<file path="config.mk">
export PLATFORM = sky130hd
export DESIGN_NAME = pipe_stage_reg
export DESIGN_NICKNAME = d
export VERILOG_FILES = /design/src/rtl/pipe_stage_reg.sv
export SDC_FILE = /design/constraint.sdc
export NUM_CORES = 1
export LEC_CHECK = 0
export BUFFER_PORTS_ARGS = -buffer_cell sky130_fd_sc_hd__clkbuf_2
export CAP_MARGIN = 20
export CORE_MARGIN = 2
export CORE_UTILIZATION = 47
export DETAILED_ROUTE_END_ITERATION = 12
export PLACE_DENSITY_LB_ADDON = 0.25
export SLEW_MARGIN = 15
export SYNTH_ARGS = -nofsm -noshare
export SYNTH_HDL_FRONTEND = slang
export SYNTH_SLANG_ARGS = --single-unit
</file>
<file path="constraint.sdc">
create_clock -name clk -period 8.19 [get_ports clk]
set_input_delay 0.819 -clock clk [delete_from_list [all_inputs] [get_ports clk]]
set_output_delay 0.819 -clock clk [all_outputs]
set_load 0.005 [all_outputs]
</file>
<file path="src/rtl/pipe_stage_reg.sv">
// Elastic pipeline register: 2-entry skid buffer, flush-to-bubble, pc+8.
// Optional downstream-stall counter under `PIPE_STAGE_REG_STATS_EN.
module pipe_stage_reg #(
   parameter int                 INSTR_W   = 32,
   parameter int                 PC_W      = 32,
   parameter logic [PC_W-1:0]    RESET_PC  = 32'h0000_3000,
   parameter logic [INSTR_W-1:0] NOP_INSTR = '0
) (
   input  logic               clk,
   input  logic               reset,
   input  logic               in_valid,
   output logic               in_ready,
   input  logic [INSTR_W-1:0] in_instr,
   input  logic [PC_W-1:0]    in_pc,
   input  logic               flush,
   output logic               out_valid,
   input  logic               out_ready,
   output logic [INSTR_W-1:0] out_instr,
   output logic [PC_W-1:0]    out_pc,
   output logic [PC_W-1:0]    out_pc8,
   output logic [15:0]        stall_cnt
);

   logic               r_main_v;
   logic [INSTR_W-1:0] r_main_instr;
   logic [PC_W-1:0]    r_main_pc;
   logic               r_skid_v;
   logic [INSTR_W-1:0] r_skid_instr;
   logic [PC_W-1:0]    r_skid_pc;
   logic               r_in_rdy;

   logic w_acc;
   logic w_take;

   assign w_acc  = in_valid & r_in_rdy;
   assign w_take = r_main_v & out_ready;

   // r_in_rdy mirrors !r_skid_v so in_ready comes straight off a flop
   always_ff @(posedge clk) begin
      if (!reset) begin
         r_main_v     <= 1'b0;
         r_skid_v     <= 1'b0;
         r_in_rdy     <= 1'b1;
         r_main_instr <= NOP_INSTR;
         r_main_pc    <= RESET_PC;
      end else if (flush) begin
         r_main_v <= 1'b0;
         r_skid_v <= 1'b0;
         r_in_rdy <= 1'b1;
      end else if (r_skid_v) begin
         if (w_take) begin
            r_main_instr <= r_skid_instr;
            r_main_pc    <= r_skid_pc;
            r_skid_v     <= 1'b0;
            r_in_rdy     <= 1'b1;
         end
      end else if (r_main_v) begin
         if (w_acc && w_take) begin
            r_main_instr <= in_instr;
            r_main_pc    <= in_pc;
         end else if (w_take) begin
            r_main_v <= 1'b0;
         end else if (w_acc) begin
            r_skid_instr <= in_instr;
            r_skid_pc    <= in_pc;
            r_skid_v     <= 1'b1;
            r_in_rdy     <= 1'b0;
         end
      end else if (w_acc) begin
         r_main_instr <= in_instr;
         r_main_pc    <= in_pc;
         r_main_v     <= 1'b1;
      end
   end

   assign in_ready  = r_in_rdy;
   assign out_valid = r_main_v;
   assign out_instr = r_main_v ? r_main_instr : NOP_INSTR;
   assign out_pc    = r_main_pc;
   assign out_pc8   = r_main_pc + PC_W'(8);

`ifdef PIPE_STAGE_REG_STATS_EN
   logic [15:0] r_stall_cnt;

   always_ff @(posedge clk) begin
      if (!reset) begin
         r_stall_cnt <= 16'h0;
      end else if (r_main_v && !out_ready &&
                   r_stall_cnt != 16'hFFFF) begin
         r_stall_cnt <= r_stall_cnt + 16'd1;
      end
   end

   assign stall_cnt = r_stall_cnt;
`else
   assign stall_cnt = 16'h0;
`endif

endmodule

</file>
* After elaboration in Yosys (flattened, before gate mapping)
Index checks and enable logic that the tools add are counted.
** Storage, ports and cells
- Bits in registers :: 131
- Input bits :: 69
- Output and inout bits :: 114
- Word-level logic and storage cells :: 52
** Cells by class
- $add $sub $neg :: 1
- Eq/ne operators :: 4
- Mux-type cells :: 25
- Bitwise operators :: 7
- Reduce and logical (&&, ||, !) cells :: 8
** Operator list (number)
- $mux 32 :: 11
- $add 32x4->32 const B :: 1
- $mux 1 :: 14
- $reduce_and 7->1 :: 1
- $not 1->1 :: 5
- $reduce_and 5->1 :: 1
- $ne 2x2->1 const B :: 2
- $reduce_and 4->1 :: 1
- $reduce_bool 2->1 :: 2
- $ne 3x1->1 const B :: 1
- $reduce_bool 3->1 :: 1
- $and 1x1->1 :: 2
- $ne 2x1->1 const B :: 1
- $reduce_or 2->1 :: 1
- $logic_and 1x1->1 :: 1

* Logic depth before layout (Yosys ltp)
Gate-level depths: netlist of run 1.
- Depth after elaboration :: 6
- Mapped depth :: 7
- Depth with buffers taken out :: 5

* Least setup slack after synthesis of run 1
No wires, ideal clock.
- Path type :: input to register
- Start point :: input out_ready
- End point :: register r_skid_instr[0] (enable)
- Setup time :: 667 ps
- Arrival :: 7681 ps
- Required time :: 7523 ps
- Slack :: -158 ps
- Cell stages on the path :: 3
- Buffers on the path :: 0
- Cells stage by stage :: nor2b_1 > nand2_1 > nor4b_1
** On the way
- Cells in the longest elaborated chain, start to end :: 4
- Elaborated cells on any way between the ends :: 5
- Classes of those cells :: bitwise: 3; reduce/logical: 2
** RTL lines
- start, declared :: RTL line 17 : input logic out_ready,
- $and 1x1->1 (*) :: RTL line 36 : assign w_take = r_main_v & out_ready;
- $logic_and 1x1->1 :: RTL line 58 : if (w_acc && w_take) begin
- $not 1->1 (no source line)
- $reduce_and 7->1 (no source line) (*)
- end signal, assigned :: RTL line 64 : r_skid_instr <= in_instr;
- end, declared :: RTL line 28 : logic [INSTR_W-1:0] r_skid_instr;
Every way passes the cells marked *; elsewhere a longest branch is shown, timed or not.
A chain may end at the register's enable or synchronous reset.

* Final worst setup path of run 1
- Start point :: register r_main_pc[3], in the netlist out_pc[3]
- End point :: output out_pc8[30]
** On the way
- Cells in the longest elaborated chain, start to end :: 1
** RTL lines
- start, declared :: RTL line 26 : logic [PC_W-1:0] r_main_pc;
- start signal, assigned :: RTL line 53 : r_main_pc <= r_skid_pc;
- start signal, assigned :: RTL line 60 : r_main_pc <= in_pc;
- start signal, assigned :: RTL line 71 : r_main_pc <= in_pc;
- $add 32x4->32 :: RTL line 80 : assign out_pc8 = r_main_pc + PC_W'(8);
- end, declared :: RTL line 20 : output logic [PC_W-1:0] out_pc8,
No other way between the ends.

==> results.cfg, run 1 <==
[layout]
final_cell_mix = clkbuf_2 (166), nand2_1 (73), dfxtp_1 (65), edfxtp_1 (64), mux2i_1 (63)
layout.nets = 732
instances_no_fill = 847
layout-drive-gt1-share_pct = 31.9
antenna_cells = 0
final_common_cell = clkbuf_2
areaGrowthSynthToFinish_pct = 24.7

[die]
core_area_um2 = 12600
die_area_um2 = 13800
chipWidth_um = 117
io_pins = 183
die_y_um = 117
initial_core_util_pct = 48.0
fp-row-count = 41

[yosys]
ys_types = 40
synth_edf_count = 64
async_flop_share_pct = 0
yosys_warnings = 0
ys_seq_elements = 131
synth_ff_type = dfxtp_1
syn_inst = 512
syn_area_per_cell_um2 = 11.8
syn_area_um2 = 6030
ys_seq_area_share_pct = 54.1

[clock_network]
post_cts_resized = 0
clockRootBuffer = clkbuf_16
postCtsSetupRepairBufs = 0
numCtsBuffers = 17
insertion_delay_ns = 0.41
cts_hold_buf = 0
clockBufferDepth = 2
h-tree-depth = 4
cts.sinks = 131
cts_tree = built
clk_pin_slew_ns = 0.06

[timing]
fin_crit_ns = 3.14
rsz0062_at_grt = false
finalSetupTns_ns = 0
drv_slew = 0
worstMarginPinSlew_ns = 1.06
setup_violations = 0
slew-limit-headroom_pct = 29.1
clock_skew_ns = 0.00879
fmax_ghz = 0.319
post-route-period-util_pct = 38.3
hold_violations = 0

[routing]
route.met2.wl_mm = 6.33
firstDrtPassIters = 5
highest_layer = met4
avgViaCountPerCell = 5.21
dr.first_iter.drc_count = 285
totalWireLength_mm = 13.4
wl_met3_um = 919
post_drt_wl_per_cell_um = 15.8
ant_nets = 0
vias = 4412
met1_length_mm = 6.04
drc = 0

[run]
drv_cap = 0

[grt]
grt_remaining_overflow = 0
grt_pass1_vias = 4100
grt.total_usage_pct = 19.9
antenna_found_initial = 0
grt_first_pass_wirelength_mm = 20.9
grt_max_degree = 80

[setup_path]
endpoint_kind = output pin
worst_setup_path_start_kind = register
reg2regPathDepth = 4
critical_path_class = reg2out
crit_required_ns = 7.37
critical_path_arrival_ns = 2.32
path_max_fanout = 11

[power_and_ir_drop]
ir_drop_mv = 0.166
power.leakage_nw = 3.63
cellPowerDensity_nw_per_um2 = 224

[hold_path]
min_path_type = reg2reg
hold_path_depth = 1

[run_status]
outcome = finished, final reports clean

[placed_design]
gp_congestion = 0.743
portBuffers = 166
hpwl_mm = 8.94
dp_cells = 815
-- routing by layer --
metal	vias up	GRT usage [%]
met5	-	0
met4	0	6.20
met3	9	6.49
li1	2103	-
met2	152	31.1
met1	2148	26.4
-- Yosys cell counts (2+ instances only) --
cell type / number / area [um2]
clkbuf_1: 10 / 37.5
nand2_1: 73 / 274
buf_4: 22 / 165
o211a_1: 62 / 621
a21oi_1: 3 / 15.0
nand4_1: 4 / 25.0
buf_6: 3 / 33.8
nor2_1: 7 / 26.3
nor3_1: 6 / 30.0
nand3_1: 9 / 45.0
xor2_1: 18 / 158
xnor2_1: 9 / 78.8
mux2i_1: 63 / 631
inv_1: 7 / 26.3
o211ai_1: 2 / 15.0
and3_1: 3 / 18.8
and4_1: 5 / 43.8
and2_1: 32 / 200
nor4_2: 3 / 37.5
buf_2: 21 / 105
nand2b_1: 2 / 12.5
edfxtp_1: 64 / 1920
dfxtp_1: 67 / 1340
-- registers in the layout, indices dropped and copies added, names as in the netlist --
name          count
r_skid_instr     32
out_pc           32
in_ready          1
r_skid_pc        32
r_main_instr     32
out_valid         1
r_skid_v          1
-- final cells by class --
| type | instances | area, um2 |
|---|---|---|
| Fill cell | 1063 | 5050 |
| Clock buffer | 18 | 439 |
| Inverter | 7 | 26.3 |
| Tap cell | 172 | 215 |
| Timing Repair Buffer | 172 | 883 |
| Sequential cell | 131 | 3270 |
| Clock inverter | 14 | 209 |
| Multi-Input combinational cell | 333 | 2480 |
-- logic make-up (layout without fill, tap and decap cells) --
| group | count (synthesis) | in the layout | share of synthesized area [%] |
|---|---|---|---|
| AND/OR/NAND/NOR | 153 | 153 | 13.5 |
| flip-flops | 131 | 131 | 54.1 |
| AO/OA/AOI/OAI | 72 | 72 | 11.4 |
| multiplexers | 64 | 64 | 10.6 |
| buffers and inverters | 63 | 211 | 6.10 |
| XOR/XNOR | 27 | 27 | 3.92 |
| adder cells (fa/ha/maj) | 1 | 1 | 0.207 |
| other | 1 | 16 | 0.0622 |
-- worst paths after layout --
kind | startpoint | slack [ns] | endpoint
max | out_pc[3] | 5.05 | out_pc8[30]
min | r_main_instr[30] | 0.49 | r_main_instr[30]
max reg2reg | out_valid | 5.29 | r_skid_pc[10]
min reg2reg | r_main_instr[30] | 0.49 | r_main_instr[30]
-- metrics by stage --
step / cell area (um2) / worst slack [ns] / hold WS (ns) / utilization (%) / power [mW]
after floorplan: 6090 / 3.04 / 0.464 / - / 0.823
after global placement: 6860 / 4.37 / 0.472 / 54.5 / 0.872
after detailed placement: 6870 / 4.71 / 0.480 / 54.7 / 0.877
after CTS: 7520 / 4.90 / 0.493 / 59.8 / 1.70
after global routing: 7520 / 4.87 / 0.510 / 59.8 / 1.75
final: 7520 / 5.05 / 0.489 / 59.8 / 1.68
-- worst max-delay path, stage by stage (launching register included) --
cell      delay (ns)
dfxtp_1         0.41
and3_1          0.22
nand3_1         0.47
nor4_4          0.41
xor2_1          0.24
clkbuf_2        0.15
-- power breakdown --
part / leakage [nW] / internal (mW) / switching [mW]
registers: 1.13 / 0.711 / 0.0261
logic: 2.20 / 0.0626 / 0.0628
clock network: 0.310 / 0.546 / 0.273
No activity file was read; power rests on OpenSTA's default activity.
==> run 2: changes to the inputs <==
==> constraint.sdc (replaced) <==
create_clock -name clk -period 2.8 [get_ports clk]
set_input_delay 0.28 -clock clk [delete_from_list [all_inputs] [get_ports clk]]
set_output_delay 0.28 -clock clk [all_outputs]
set_load 0.005 [all_outputs]
==> run 2 against run 1 <==
Against the previous run: utilization unchanged; clock power rose to 3.0 times the previous value; critical path depth increased by 1; sequential cell count is the same; global-route usage increased by 0.11 points; die area unchanged; largest cell class unchanged; critical endpoint is now out_pc8[29]; final area is the same.
==> results.cfg, run 2 (synthesis gave the netlist of run 1 again) <==
[die]
chipWidth_um = 117
core_area_um2 = 12600
fp-row-count = 41
initial_core_util_pct = 48.0
io_pins = 183
die_area_um2 = 13800
die_y_um = 117

[setup_path]
worstPathCellList = ha_1 -> and4_1 -> nand4_4 -> nor4_1 -> xor2_1 -> clkbuf_2
crit_required_ns = 2.52
critical_path_arrival_ns = 2.30
critical_path_class = reg2out
path_max_fanout = 6
endpoint_kind = output pin
cp_slowest_stage_delay_ns = 0.42
r2r_slack_ns = 0.68
crit_path_top_delay_cell = dfxtp_1
rr_startpoint = r_skid_v
worstReg2RegEnd = out_pc[12]
reg2regPathDepth = 4
worst_setup_path_start_kind = register

[grt]
grt.met1_usage_pct = 24.7
grt.total_usage_pct = 20.0
grt_use_met2_pct = 32.4
grt_first_pass_wirelength_mm = 20.9
grt_max_degree = 65
globalRoute.busiestLayer = met2
met3_usage_pct = 6.95
grt_pass1_vias = 4172
grt_remaining_overflow = 0
antenna_found_initial = 0

[layout]
stdcell_area_um2 = 7520
layout-drive-gt1-share_pct = 31.8
final_common_cell = clkbuf_2
areaGrowthSynthToFinish_pct = 24.7
seq_area_um2 = 3270
final_cell_mix = clkbuf_2 (166), nand2_1 (73), dfxtp_1 (66), edfxtp_1 (64), mux2i_1 (63)
layout.nets = 733
multi_input_area_um2 = 2480
filler_cell_count = 1042
antenna_cells = 0
instances_no_fill = 848

[timing]
hold_violations = 0
setup_violations = 0
fin_crit_ns = 2.58
worstMarginPinSlew_ns = 0.851
clock_skew_ns = 0.00498
finalSetupTns_ns = 0
post-route-period-util_pct = 92.3
rsz0062_at_grt = false
slew-limit-headroom_pct = 43.3
drv_slew = 0
holdWs_ns = 0.0504
fmax_ghz = 0.387

[clock_network]
cts_tree = built
cts_hold_buf = 0
clockBufferDepth = 2
numCtsBuffers = 17
cts.sinks = 131
clockRootBuffer = clkbuf_16
post_cts_resized = 0
postCtsSetupRepairBufs = 0
h-tree-depth = 4
clk_pin_slew_ns = 0.06
insertion_delay_ns = 0.42

[power_and_ir_drop]
power_frac_seq_pct = 43.5
clkPwrFrac_pct = 48.9
finalPower_mw = 4.94
cellPowerDensity_nw_per_um2 = 657
power_switching_mw = 1.08
swShare_pct = 21.9
intPower_mw = 3.86
pwr-share-comb_pct = 7.6
power.leakage_nw = 3.63
ir_drop_mv = 0.516

[hold_path]
min_to = r_skid_pc[0]
min_path_type = in2reg
hold_path_depth = 1
worst_hold_startpoint = in_pc[0]

[routing]
dr.first_iter.drc_count = 228
post_drt_wl_per_cell_um = 16.0
firstDrtPassIters = 4
totalWireLength_mm = 13.6
avgViaCountPerCell = 5.22
ant_nets = 0
drc = 0
vias = 4424

[placed_design]
portBuffers = 166
hpwl_mm = 8.90
dp_cells = 816
gp_congestion = 0.822
placement.cell_area_um2 = 6870

[run_status]
outcome = finished, final reports clean

[run]
drv_cap = 0
==> run 2: cell count changes in the layout (fill, tap and decap cells not counted), sizes merged <==
cell / before / now
clkinv: 5 / 4
inv: 8 / 7
buf: 6 / 7
clkinvlp: 3 / 5
==> run 2: final cells by class <==
class / count / area share, %
multi-input cells: 333 / 33.0
flip-flops and latches: 131 / 43.4
clock buffers: 18 / 5.84
well taps: 172 / 2.86
inverters: 7 / 0.349
clock inverters: 14 / 2.80
repair buffers: 173 / 11.7
==> run 2: per-stage QoR <==
step,util [%],setup WS [ns]
2_1_floorplan,-,-0.451
3_3_place_gp,54.7,0.700
3_5_place_dp,54.7,0.655
4_1_cts,59.8,0.194
5_1_grt,59.8,0.000931
6_report,59.8,0.217
==> run 2: worst max-delay path: cells and delay by family, from the launching register on <==
| kind | cells | cell delay [ns] |
|---|---|---|
| buffers and inverters | 1 | 0.13 |
| and+or+nand+nor | 3 | 0.91 |
| adders and majority gates | 1 | 0.25 |
| DFF | 1 | 0.42 |
| xor gates and xnor gates | 1 | 0.18 |
==> run 2: worst max path at each step <==
| stage | from | slack, ns | endpoint |
|---|---|---|---|
| floorplan | r_skid_v | -0.45 | r_skid_instr[0] |
| global placement | r_skid_v | 0.70 | out_pc[12] |
| detailed placement | out_pc[3] | 0.65 | out_pc8[29] |
| CTS | out_pc[3] | 0.19 | out_pc8[29] |
| global route | out_pc[3] | 0.0009 | out_pc8[29] |
| finish | out_pc[3] | 0.22 | out_pc8[29] |
==> run 2: power by group through the flow <==
stage	Sequential [mW]	Clock (mW)	Combinational (mW)
after floorplan	2.17	0	0.235
after global placement	2.19	0	0.365
after detailed placement	2.19	0	0.377
after CTS	2.15	2.46	0.381
after global routing	2.16	2.53	0.423
final	2.15	2.42	0.376
==> run 2: layer usage <==
layer | wire length (um) | part of all wire (%)
met5 | 0 | 0
met4 | 183 | 1.3
met3 | 958 | 7.1
met2 | 6420 | 47
met1 | 6020 | 44
==> run 3: changes to the inputs <==
--- a/config.mk
+++ b/config.mk
@@ -7,6 +7,7 @@
 export LEC_CHECK = 0
 export BUFFER_PORTS_ARGS = -buffer_cell sky130_fd_sc_hd__clkbuf_2
 export CAP_MARGIN = 20
+export CORE_ASPECT_RATIO = 0.7
 export CORE_MARGIN = 2
 export CORE_UTILIZATION = 47
 export DETAILED_ROUTE_END_ITERATION = 12
==> run 3 against run 2 <==
Against the previous run: final area fell by 0.87%; via count fell by 0.41%; non-clock buffer count up 2; die area rose by 0.11%; sequential cell count unchanged; cell count is 0.94% lower; clock power is 14% lower; critical endpoint is now out_pc8[26]; largest power group is now registers.
==> results.cfg, run 3 (synthesis gave the netlist of run 1 again) <==
[grt]
grt_remaining_overflow = 0
globalRoute.busiestLayer = met2
grt.met1_usage_pct = 27.3
met3_usage_pct = 6.37
grt_pass1_vias = 4400
grt_first_pass_wirelength_mm = 22.4
grt_use_met2_pct = 31.5
antenna_found_initial = 0
grt.total_usage_pct = 20.4
grt_max_degree = 65

[die]
die_area_um2 = 13800
die_y_um = 98.8
fp-row-count = 34
initial_core_util_pct = 48.4
io_pins = 183
chipWidth_um = 139
core_area_um2 = 12500

[clock_network]
clockBufferDepth = 2
clk_pin_slew_ns = 0.06
post_cts_resized = 0
cts_tree = built
cts.sinks = 131
cts_hold_buf = 0
numCtsBuffers = 17
h-tree-depth = 4
postCtsSetupRepairBufs = 0
clockRootBuffer = clkbuf_16
insertion_delay_ns = 0.41

[layout]
layout-drive-gt1-share_pct = 31.7
final_cell_mix = clkbuf_2 (166), nand2_1 (73), dfxtp_1 (66), edfxtp_1 (64), mux2i_1 (63)
antenna_cells = 0
layout.nets = 735
areaGrowthSynthToFinish_pct = 23.6
final_common_cell = clkbuf_2
multi_input_area_um2 = 2480
stdcell_area_um2 = 7450
postLayoutCoreUtil_pct = 59.8
filler_cell_count = 1028
seq_area_um2 = 3270
instances_no_fill = 840

[routing]
dr.first_iter.drc_count = 263
firstDrtPassIters = 4
ant_nets = 0
drc = 0
avgViaCountPerCell = 5.25
post_drt_wl_per_cell_um = 16.5
vias = 4406
totalWireLength_mm = 13.9

[power_and_ir_drop]
swShare_pct = 22.8
clkPwrFrac_pct = 45.0
cellPowerDensity_nw_per_um2 = 618
intPower_mw = 3.56
power_frac_seq_pct = 46.7
ir_drop_mv = 0.410
power.leakage_nw = 3.62
finalPower_mw = 4.61
pwr-share-comb_pct = 8.3
power_switching_mw = 1.05

[placed_design]
pre_cts_ws_ns = 0.685
hpwl_mm = 9.23
placement.cell_area_um2 = 6900
gp_congestion = 0.870
portBuffers = 166
dp_cells = 808

[timing]
drv_slew = 0
holdWs_ns = 0.0598
fin_ws_ns = 0.197
fin_crit_ns = 2.60
finalSetupTns_ns = 0
fmax_ghz = 0.384
clock_skew_ns = 0.0103
setup_violations = 0
hold_violations = 0
post-route-period-util_pct = 93.0
rsz0062_at_grt = false
slew-limit-headroom_pct = 51.1
worstMarginPinSlew_ns = 0.734

[setup_path]
path_buf_inv = 1
critical_path_arrival_ns = 2.32
endpoint_kind = output pin
worstPathCellList = and3_1 -> nand3_1 -> nor4_2 -> xor2_1 -> clkbuf_2
path_max_fanout = 11
cp_slowest_stage_delay_ns = 0.45
crit_required_ns = 2.52
crit_path_top_delay_cell = nand3_1
worst_setup_path_start_kind = register
critical_path_class = reg2out
critPathTopFamily = simple AND/OR/NAND/NOR gates

[hold_path]
min_path_type = in2reg

[run_status]
outcome = finished, final reports clean

[run]
drv_cap = 0
## run 3: worst reg2reg max path: cells and delay by family (launching register included)
kind | cells | cell delay, ns
AO/OA/AOI/OAI | 1 | 0.37
buffers and inverters | 2 | 0.63
flip-flops | 1 | 0.32
multiplexers | 1 | 0.24
AND/OR/NAND/NOR | 2 | 0.22
## run 3: power by group through the flow
stage | clock [mW] | combinational (mW) | sequential (mW)
4_1_cts | 2.11 | 0.389 | 2.15
3_3_place_gp | 0 | 0.377 | 2.18
5_1_grt | 2.19 | 0.426 | 2.16
6_report | 2.07 | 0.385 | 2.15
3_5_place_dp | 0 | 0.385 | 2.19
2_1_floorplan | 0 | 0.235 | 2.17
## run 3: area by class of cell
class / instances / share of cell area (%)
Clock buffer: 22 / 6.38
Clock inverter: 10 / 1.09
Inverter: 7 / 0.352
Multi-Input combinational cell: 333 / 33.2
Sequential cell: 131 / 43.8
Tap cell: 162 / 2.72
Timing Repair Buffer: 175 / 12.4
## run 3: final timing paths
check / from / end / slack (ns) / cells past startpoint
min: in_pc[22] / r_skid_pc[22] / 0.06 / 1
min reg2reg: r_main_instr[0] / r_main_instr[0] / 0.49 / 1
max: out_pc[3] / out_pc8[26] / 0.20 / 5
max reg2reg: out_valid / out_pc[12] / 0.87 / 6
## run 3: per-layer routing
| layer | vias up | share of wire [%] |
|---|---|---|
| met4 | 0 | 1.2 |
| met3 | 15 | 7.1 |
| li1 | 2116 | - |
| met1 | 2145 | 46 |
| met2 | 130 | 45 |
| met5 | - | 0 |
